--- config.mk ---
export PLATFORM = sky130hd
export DESIGN_NAME = coded_data_display
export DESIGN_NICKNAME = d
export VERILOG_FILES = /design/src/rtl/display_pkg.sv /design/src/rtl/bin2bcd_seq.sv /design/src/rtl/coded_data_display.sv
export SDC_FILE = /design/constraint.sdc
export NUM_CORES = 1
export LEC_CHECK = 0
export BUFFER_PORTS_ARGS = -buffer_cell sky130_fd_sc_hd__buf_4
export CORE_UTILIZATION = 43
export DETAILED_ROUTE_END_ITERATION = 6
export GPL_TIMING_DRIVEN = 0
export PLACE_DENSITY_LB_ADDON = 0.3
export SLEW_MARGIN = 0
export SYNTH_ARGS = -nofsm -noshare
export SYNTH_HDL_FRONTEND = slang
export SYNTH_HIERARCHICAL = 1
export SYNTH_SLANG_ARGS = --single-unit
--- constraint.sdc ---
create_clock -name Clock -period 1.78 [get_ports Clock]
set_input_delay 0.267 -clock Clock [delete_from_list [all_inputs] [get_ports Clock]]
set_output_delay 0.267 -clock Clock [all_outputs]
set_load 0.01 [all_outputs]
--- src/rtl/display_pkg.sv ---
// rtl/display_pkg.sv - segment codes, digit encoder and FSM states for the coded data display
package display_pkg;

    localparam logic [6:0] SEG_BLANK = 7'h7F;
    localparam logic [6:0] SEG_MINUS = 7'h3F;
    localparam logic [6:0] SEG_DIGIT [10] = '{
        7'h40, 7'h79, 7'h24, 7'h30, 7'h19,
        7'h12, 7'h02, 7'h78, 7'h00, 7'h10
    };

    typedef enum logic [1:0] {
        IDLE = 2'd0,
        CONV = 2'd1,
        LOAD = 2'd2
    } state_t;

    // Non-decimal nibbles never reach here in normal operation; they show blank.
    function automatic logic [6:0] bcd_to_seg(input logic [3:0] nib);
        logic [6:0] seg;
        case (nib)
            4'd0:    seg = SEG_DIGIT[0];
            4'd1:    seg = SEG_DIGIT[1];
            4'd2:    seg = SEG_DIGIT[2];
            4'd3:    seg = SEG_DIGIT[3];
            4'd4:    seg = SEG_DIGIT[4];
            4'd5:    seg = SEG_DIGIT[5];
            4'd6:    seg = SEG_DIGIT[6];
            4'd7:    seg = SEG_DIGIT[7];
            4'd8:    seg = SEG_DIGIT[8];
            4'd9:    seg = SEG_DIGIT[9];
            default: seg = SEG_BLANK;
        endcase
        return seg;
    endfunction

endpackage

--- src/rtl/bin2bcd_seq.sv ---
// rtl/bin2bcd_seq.sv - sequential shift-add-3 binary to BCD converter, MagW cycles per value
module bin2bcd_seq #(
    parameter int MagW = 5,
    parameter int BcdD = (MagW + 2) / 3
) (
    input  logic                Clock,
    input  logic                Reset,
    input  logic                start,
    input  logic [MagW-1:0]     bin,
    output logic                busy,
    output logic                done,
    output logic [4*BcdD-1:0]   bcd
);

    localparam int CntW = $clog2(MagW + 1);

    logic [MagW-1:0]   shreg;
    logic [4*BcdD-1:0] acc;
    logic [4*BcdD-1:0] adj;
    logic [CntW-1:0]   cnt;
    logic              run;

    always_comb begin
        adj = acc;
        for (int i = 0; i < BcdD; i++) begin
            if (acc[4*i +: 4] >= 4'd5)
                adj[4*i +: 4] = acc[4*i +: 4] + 4'd3;
        end
    end

    // done marks the cycle whose edge performs the final shift
    assign done = run && (cnt == CntW'(MagW - 1));
    assign busy = run;
    assign bcd  = acc;

    always_ff @(posedge Clock or negedge Reset) begin
        if (!Reset) begin
            run   <= 1'b0;
            cnt   <= '0;
            shreg <= '0;
            acc   <= '0;
        end else if (start && !run) begin
            run   <= 1'b1;
            cnt   <= '0;
            shreg <= bin;
            acc   <= '0;
        end else if (run) begin
            acc   <= {adj[4*BcdD-2:0], shreg[MagW-1]};
            shreg <= shreg << 1;
            cnt   <= cnt + 1'b1;
            if (done)
                run <= 1'b0;
        end
    end

endmodule

--- src/rtl/coded_data_display.sv ---
// rtl/coded_data_display.sv - decodes a coded counter value and scans it onto a multiplexed 7-segment display
module coded_data_display
    import display_pkg::*;
#(
    parameter int    Size    = 5,
    parameter string Signed  = "No",
    parameter string Code    = "Str",
    parameter int    Digits  = 3,
    parameter int    ScanDiv = 1000
) (
    input  logic              Clock,
    input  logic              Reset,
    input  logic [Size-1:0]   Data,
    output logic [6:0]        Segments,
    output logic [Digits-1:0] DigitSel,
    output logic              Busy,
    output logic              Overflow
);

    localparam bit IsSigned = (Signed == "Yes");
    localparam bit IsStr    = (Code == "Str");
    localparam bit IsInv    = (Code == "Inv");
    localparam int MagW     = Size;
    localparam int BcdD     = (MagW + 2) / 3;
    localparam int NumD     = IsSigned ? Digits - 1 : Digits;
    localparam int IdxW     = $clog2(Digits);
    localparam int ScanW    = $clog2(ScanDiv);

    logic              raw_neg;
    logic              neg;
    logic [MagW-1:0]   mag;

    state_t            state;
    logic [Size-1:0]   last;
    logic              force_q;
    logic              neg_q;
    logic              start;
    logic              eng_busy;
    logic              conv_done;
    logic [4*BcdD-1:0] bcd;

    logic              ovf;
    logic              lead;
    logic [3:0]        nib;
    logic [6:0]        next_digit [Digits];
    logic [6:0]        digit_q    [Digits];

    logic [ScanW-1:0]  scan_cnt;
    logic [IdxW-1:0]   scan_idx;

    // Negative zero (sign-magnitude 10..0, one's complement 11..1) is shown as plain 0.
    always_comb begin
        raw_neg = 1'b0;
        mag     = Data;
        if (IsSigned) begin
            raw_neg = Data[Size-1];
            if (IsStr)
                mag = {1'b0, Data[Size-2:0]};
            else if (IsInv)
                mag = raw_neg ? {1'b0, ~Data[Size-2:0]} : {1'b0, Data[Size-2:0]};
            else
                mag = raw_neg ? (~Data + Size'(1)) : Data;
        end
        neg = raw_neg && (mag != '0);
    end

    assign start = (state == IDLE) && !eng_busy && ((Data != last) || force_q);

    bin2bcd_seq #(
        .MagW (MagW),
        .BcdD (BcdD)
    ) u_bin2bcd (
        .Clock (Clock),
        .Reset (Reset),
        .start (start),
        .bin   (mag),
        .busy  (eng_busy),
        .done  (conv_done),
        .bcd   (bcd)
    );

    // Digit images for the LOAD cycle: sign slot, leading-zero blanking, overflow dashes.
    always_comb begin
        ovf  = 1'b0;
        lead = 1'b1;
        nib  = 4'd0;
        for (int i = NumD; i < BcdD; i++) begin
            if (bcd[4*i +: 4] != 4'd0)
                ovf = 1'b1;
        end
        for (int i = Digits - 1; i >= 0; i--) begin
            nib = 4'(bcd >> (4 * i));
            if (IsSigned && i == Digits - 1) begin
                next_digit[i] = neg_q ? SEG_MINUS : SEG_BLANK;
            end else if (lead && nib == 4'd0 && i != 0) begin
                next_digit[i] = SEG_BLANK;
            end else begin
                lead          = 1'b0;
                next_digit[i] = bcd_to_seg(nib);
            end
            if (ovf)
                next_digit[i] = SEG_MINUS;
        end
    end

    always_ff @(posedge Clock or negedge Reset) begin
        if (!Reset) begin
            state    <= IDLE;
            last     <= '0;
            force_q  <= 1'b1;
            neg_q    <= 1'b0;
            Busy     <= 1'b0;
            Overflow <= 1'b0;
            for (int i = 0; i < Digits; i++)
                digit_q[i] <= SEG_BLANK;
        end else begin
            case (state)
                IDLE: begin
                    if (start) begin
                        last    <= Data;
                        force_q <= 1'b0;
                        neg_q   <= neg;
                        Busy    <= 1'b1;
                        state   <= CONV;
                    end
                end
                CONV: begin
                    if (conv_done)
                        state <= LOAD;
                end
                LOAD: begin
                    Overflow <= ovf;
                    for (int i = 0; i < Digits; i++)
                        digit_q[i] <= next_digit[i];
                    Busy  <= 1'b0;
                    state <= IDLE;
                end
                default: state <= IDLE;
            endcase
        end
    end

    // Select and segment outputs come from the same index so they change together.
    always_ff @(posedge Clock or negedge Reset) begin
        if (!Reset) begin
            scan_cnt <= '0;
            scan_idx <= '0;
            Segments <= SEG_BLANK;
            DigitSel <= '1;
        end else begin
            if (scan_cnt == ScanW'(ScanDiv - 1)) begin
                scan_cnt <= '0;
                scan_idx <= (scan_idx == IdxW'(Digits - 1)) ? '0 : scan_idx + 1'b1;
            end else begin
                scan_cnt <= scan_cnt + 1'b1;
            end
            DigitSel <= ~(Digits'(1) << scan_idx);
            Segments <= digit_q[scan_idx];
        end
    end

endmodule

# --- After elaboration in Yosys (flattened, before gate mapping) ---
# Memory sizes are Yosys's and may differ from the RTL's. A register that Yosys moved wholly into a read port is not among the register bits.
# Index checks and enable logic that the tools add are counted.
# Widths: inputs -> output; s select.
totals:
  mem_bits_ro: 224
  word_cells: 70
  out_inout_bits: 12
  latchBits: 0
  ram_bits: 0
  n_memories: 2
  regBits: 55
op_classes:
  shifts: 1
  addsub: 5
  multipliers: 0
  n_mux: 22
  bitwise_logic: 2
  reduce_logical: 14
  div: 0
  n_eq_ne: 8
  order_cmp: 3
mem_list:
  columns: ["memory", "words", "word_bits", "rd", "rd_clocked_by_memory_dff", "write_ports", "line", "source"]
  rows:
  - ["(name not given)", 16, 7, 1, 0, 0, "display_pkg.sv:20", "case (nib)"]
  - ["(name not given)", 16, 7, 1, 1, 0, "display_pkg.sv:20", null]
ops:
  columns: ["cell", "count"]
  rows:
  - ["$mux 7", 3]
  - ["$mux 8", 2]
  - ["$bmux 7 s2", 1]
  - ["$add 10x1->10 const B", 1]
  - ["$eq 10x10->1 const B", 1]
  - ["$mux 10", 1]
  - ["$mux 5", 2]
  - ["$mux 3", 3]
  - ["$ge 4x3->1 const B", 2]
  - ["$mux 2", 3]
  - ["$reduce_and 2->1", 3]
  - ["$ne 5x5->1", 1]
  - ["$add 4x2->4 const B", 1]
  - ["$eq 2x2->1 const B", 2]
  - ["$logic_and 1x1->1", 4]
  - ["$logic_not 4->1", 1]
  - ["$mux 1", 4]
  - ["$mux 4", 1]
  - ["$pmux 2 s2", 1]
  - ["$reduce_bool 2->1", 2]
  - ["$add 3x1->3 const B", 1]
  - ["$add 3x2->3 const B", 1]
  - ["$eq 3x3->1 const B", 1]
  - ["$ge 3x3->1 const B", 1]
  - ["other kinds (11)", 12]

# --- Logic depth before layout (Yosys ltp) ---
depth:
  word_depth: 5
  ltp_mapped: 8

# --- Modules after synthesis ---
# Netlist, hierarchy kept.
by_module_without_submodules:
  columns: ["mod", "cells_per_inst", "area_per_inst_um2", "instances"]
  rows:
  - ["coded_data_display", 215, 2210.9, 1]
  - ["bin2bcd_seq", 92, 920.9, 1]

# --- Least setup slack after synthesis ---
# Ideal clock, no wire load.
synth_path:
  kind: "register to register"
  startpoint: "register state[1]"
  endpoint: "register u_bin2bcd.acc[2], in the netlist u_bin2bcd/bcd[2]"
  path_slack_ns: 0.090
  path_buffers: 1
  synth_period_minus_slack_ns: 1.690
  stages_incl_launch_ff: 8
  t_arrival_ns: 1.570
  required_ns: 1.660
  path_cell_list: "dfrtp_1 -> nor3_2 -> o31ai_1 -> inv_1 -> buf_2 -> inv_1 -> and3_1 -> a31o_1"
synth_between:
  elab_chain_len: 5
synth_rtl:
  columns: ["element", "line", "source"]
  rows:
  - ["start, declared", "coded_data_display.sv:33", "state_t state;"]
  - ["start signal, assigned", "coded_data_display.sv:108", "state <= IDLE;"]
  - ["start signal, assigned", "coded_data_display.sv:124", "state <= CONV;"]
  - ["start signal, assigned", "coded_data_display.sv:129", "state <= LOAD;"]
  - ["$logic_not 2->1 (*)", "coded_data_display.sv:67", "assign start = (state == IDLE) && !eng_busy && ((Data != last) || force_q);"]
  - ["$logic_and 1x1->1 (*) (2 in series)", "coded_data_display.sv:67", null]
  - ["via start", "coded_data_display.sv:37", "logic start;"]
  - ["$logic_and 1x1->1 (*)", "bin2bcd_seq.sv:42", "end else if (start && !run) begin"]
  - ["$mux 8 or $reduce_bool 2->1 (tied branches)", null, null]
  - ["end signal, assigned", "bin2bcd_seq.sv:48", "acc <= {adj[4*BcdD-2:0], shreg[MagW-1]};"]
  - ["end, declared", "bin2bcd_seq.sv:18", "logic [4*BcdD-1:0] acc;"]
# Mark *: on every way through the listed nets, which the timed path passes. The rest lies on a longest branch.
# A chain may end at the register's enable or synchronous reset.

# --- Worst setup path after layout ---
layout_path:
  startpoint: "register u_bin2bcd.acc[4], in the netlist u_bin2bcd/bcd[4]"
  endpoint: "register u_bin2bcd.acc[6], in the netlist u_bin2bcd/bcd[6]"
layout_between:
  elab_chain_len: 4
layout_rtl:
  columns: ["element", "line", "source"]
  rows:
  - ["$ge 4x3->1 or $add 3x2->3 (tied branches)", "bin2bcd_seq.sv:26, bin2bcd_seq.sv:27", null]
  - ["$mux 3 (*)", "bin2bcd_seq.sv:26", "if (acc[4*i +: 4] >= 4'd5)"]
  - ["$mux 8 (*)", "bin2bcd_seq.sv:47", "end else if (run) begin"]
  - ["$mux 8 (*)", "bin2bcd_seq.sv:42", null]
# Mark *: on every way between the ends. The rest lies on a longest branch, timed or not. The select of a mux whose other input is x is not followed.

==> metrics.log <==
[metrics] final clock period utilization by the worst path: 0.9934
[metrics] number of warnings issued by yosys: 6
[metrics] slew of the pin with the lowest slew margin: 752.4 ps
[metrics] number of buffers and inverters on the critical path: 1
[metrics] CTS Root Cell: clkbuf_8
[metrics] Antenna Nets Post-Route: 0
[metrics] Setup violations, final: 0
[metrics] cell type group with the largest total delay on the critical path: compound AO/OA/AOI/OAI gates
[metrics] register bit count reported by yosys: 62
[metrics] 1st-iter DRT viols: 128
[metrics] number of cell rows: 30
[metrics] RePlAce Congestion: 0.7971
[metrics] nets: 369
[metrics] non-filler cells, final: 446
[metrics] CP cell instances: inv_1 -> ha_1 -> nand2b_1 -> a2111oi_0 -> a311oi_2
[metrics] die boundary height: 87.34 um
[metrics] wire length of the first global-routing pass: 10,050 um
[metrics] total clock sinks: 62
[metrics] number of cells on the critical path: 5
[metrics] worst endpoint required time: 1980 ps
[metrics] TritonCTS clock tree: built
[metrics] routed length per instance: 12.78 um
[metrics] number of input and output port buffers inserted: 17
[metrics] Syn Area/Cell: 10.20 sq um
[metrics] maximum clock skew at final layout: 9.341 ps
[metrics] highest attainable clock frequency: 0.5655 GHz
[metrics] overall global routing resource usage: 0.1707
[metrics] Total Die Area: 7628 sq um
[metrics] Final HPWL DP: 3767 um
[metrics] unrepaired setup endpoints after global routing: yes
[metrics] length in cells of the worst reg-to-reg path: 5
[metrics] routed vias/inst: 5.152
[metrics] VDD IR max: 0.0006195 V
[metrics] number of top-level design ports: 19
[metrics] Worst Setup End Kind: register
[metrics] post-synth design cell area: 3132 sq um
[metrics] commonest cells after routing, fill and taps aside: dfrtp_1, nand2_1, buf_4, nor2_1, dfstp_2
[metrics] count of flip-flops with a built-in enable after synthesis: 0
[metrics] total CTS buffers: 9
[metrics] gr ovfl total: 0
[metrics] number of standard cells after synthesis: 307
[metrics] Layout Area Growth over Synthesis: 19.26%
[metrics] synthesized netlist net count: 331
[metrics] number of global-route vias before repair: 2,198
[metrics] dominant register cell in the synthesized netlist: dfrtp_1
[metrics] via count: 2,298
[metrics] Final Hold Vio Count: 0
[metrics] P per Cell Area: 775.4 nW/um^2
[metrics] antenna cells: 0
[metrics] fraction of layout instances using a drive strength above 1: 0.2571
[metrics] class of the tightest hold or removal check: in -> async
[metrics] DRC violations left: 0
[metrics] Synth async-reset ratio: 1.000
[metrics] max-cap viol count: 0
[metrics] reg-to-reg critical path startpoint: u_bin2bcd/bcd[4]
[metrics] initial standard-cell utilization of the core: 0.4534
[metrics] antenna violations before repair: 0
[metrics] most common cell after layout, fill and taps aside: dfrtp_1
[metrics] pin count of the biggest net entering global routing: 63
[metrics] fin crit period: 1768 ps
[metrics] distinct cell type count of the synthesized netlist: 53
[metrics] overall die width: 87.34 um
[metrics] CP Launch Type: register
[metrics] status: completed
[metrics] clock-pin slew on the worst setup and hold paths: 70 ps
[metrics] clk_lat worst skew: 340 ps
[metrics] slack of the worst reg-to-reg path: 10 ps
[metrics] maximum fanout encountered on the critical timing path: 7
[metrics] Clock H-tree levels: 3
[metrics] leakage power: 1.675 nW
[metrics] cell count after placement: 420
[metrics] Slew headroom: 0.4984
[metrics] Placeable Area: 6907 sq um
[metrics] category of the most critical setup path: reg -> reg
[metrics] reg2reg end: u_bin2bcd/bcd[6]
[metrics] Worst EP arrival: 1960 ps
[metrics] total chip power: 2.896 mW
[metrics] number of buffers between clock root and the deepest sink: 2
[metrics] slowest cell on the critical path: a2111oi_0
[metrics] final wirelength: 5701 um
[metrics] post-synthesis sequential area ratio: 0.5054
[metrics] highest cell delay on the worst timing path: 580 ps
[metrics] final max-slew violation count: 0
[metrics] number of detailed-route iterations in the first pass: 4
[metrics] Post-CTS Hold Buffers: 0
[synthesized netlist by cell type (4+ instances only)]
| library cell | count | area share |
|---|---|---|
| dfrtp_1 | 37 | 0.30 |
| nand2_1 | 34 | 0.041 |
| nor2_1 | 26 | 0.031 |
| dfstp_2 | 25 | 0.21 |
| inv_1 | 18 | 0.022 |
| ha_1 | 17 | 0.068 |
| a21oi_1 | 13 | 0.021 |
| o21ai_0 | 13 | 0.021 |
| nand3_1 | 9 | 0.014 |
| o21ai_1 | 9 | 0.014 |
| mux2i_1 | 8 | 0.026 |
| xnor2_1 | 8 | 0.022 |
| clkbuf_1 | 7 | 0.0084 |
| mux2_2 | 6 | 0.022 |
| nor2b_1 | 6 | 0.012 |
| o31ai_1 | 6 | 0.014 |
| nand2b_1 | 5 | 0.010 |
| o22a_1 | 4 | 0.011 |
[state kept, by name, summed over array words and instances (netlist names)]
name             count
DigitSel             3
state                2
Busy                 1
digit_q             14
Segments             7
scan_idx             2
u_bin2bcd/busy       1
scan_cnt            10
u_bin2bcd/bcd        8
u_bin2bcd/cnt        3
u_bin2bcd/shreg      5
force_q              1
last                 5
[worst max-delay path by stage]
stage / from / endpoint / slack [ps]
2_1_floorplan: state[1] / u_bin2bcd/bcd[2] / 90
3_3_place_gp: state[1] / u_bin2bcd/bcd[2] / -210
3_5_place_dp: state[1] / u_bin2bcd/bcd[2] / -200
4_1_cts: last[4] / u_bin2bcd/bcd[6] / 20
5_1_grt: last[4] / u_bin2bcd/bcd[5] / -130
6_report: u_bin2bcd/bcd[4] / u_bin2bcd/bcd[6] / 10
[per-stage QoR]
stage	util	setup TNS, ps	setup WS [ps]	hold slack [ps]	area [sq um]
2_1_floorplan	-	0	90.34	-28.59	3132
6_report	0.5408	0	11.74	1.392	3735
3_5_place_dp	0.4893	-1731	-204.1	398.7	3379
5_1_grt	0.5408	-1353	-128.2	63.78	3735
3_3_place_gp	0.4893	-1742	-214.3	392.0	3379
4_1_cts	0.5303	0	17.61	29.14	3662
[layer usage]
| layer | part of all wire | GRT usage | up-vias | wire, um |
|---|---|---|---|---|
| li1 | - | - | 1142 | - |
| met1 | 0.48 | 0.2176 | 1116 | 2714 |
| met2 | 0.48 | 0.2727 | 34 | 2736 |
| met3 | 0.035 | 0.05118 | 6 | 202 |
| met4 | 0.0082 | 0.06557 | 0 | 47 |
| met5 | 0 | 0 | - | 0 |
[area by class of cell]
type / count / area (sq um)
fillers: 628 / 3172
flip-flops and latches: 62 / 1583
multi-input cells: 215 / 1454
repair buffers: 27 / 206.4
clock buffers: 13 / 201.4
well taps: 96 / 120.1
inverters: 19 / 71.32
plain buffers: 11 / 55.05
clock inverters: 3 / 43.79
[what timing repair did]
action                                  CTS  global route
pin swaps                                 7            12
resized for setup                         6             3
endpoints found under the setup margin   16            14
buffers inserted                          2             8
[worst register-to-register path, cell delays in order, from the launching register on]
cell and delay, ps:
dfrtp_1 470, inv_1 160, ha_1 210, nand2b_1 120, a2111oi_0 580, a311oi_2 100
[power breakdown]
part / leakage, nW / internal (mW) / switching, mW / total [mW]
Combinational: 0.861 / 0.0138 / 0.0342 / 0.0480
Clock: 0.126 / 0.896 / 0.541 / 1.44
Sequential: 0.688 / 1.41 / 0 / 1.41
Total: 1.67 / 2.32 / 0.575 / 2.90
[logic make-up (layout without fill, tap and decap cells)]
| logic type | after synthesis | in the layout | synth area share |
|---|---|---|---|
| buffers and inverters | 30 | 73 | 0.03835 |
| other | 1 | 1 | 0.001197 |
| DFF | 62 | 62 | 0.5054 |
| AOI/OAI and AO/OA | 72 | 72 | 0.1510 |
| and+or+nand+nor | 100 | 100 | 0.1582 |
| adders and majority gates | 17 | 17 | 0.06792 |
| muxes | 14 | 14 | 0.04714 |
| xor gates and xnor gates | 11 | 11 | 0.03077 |
No activity file was read; power rests on OpenSTA's default activity.
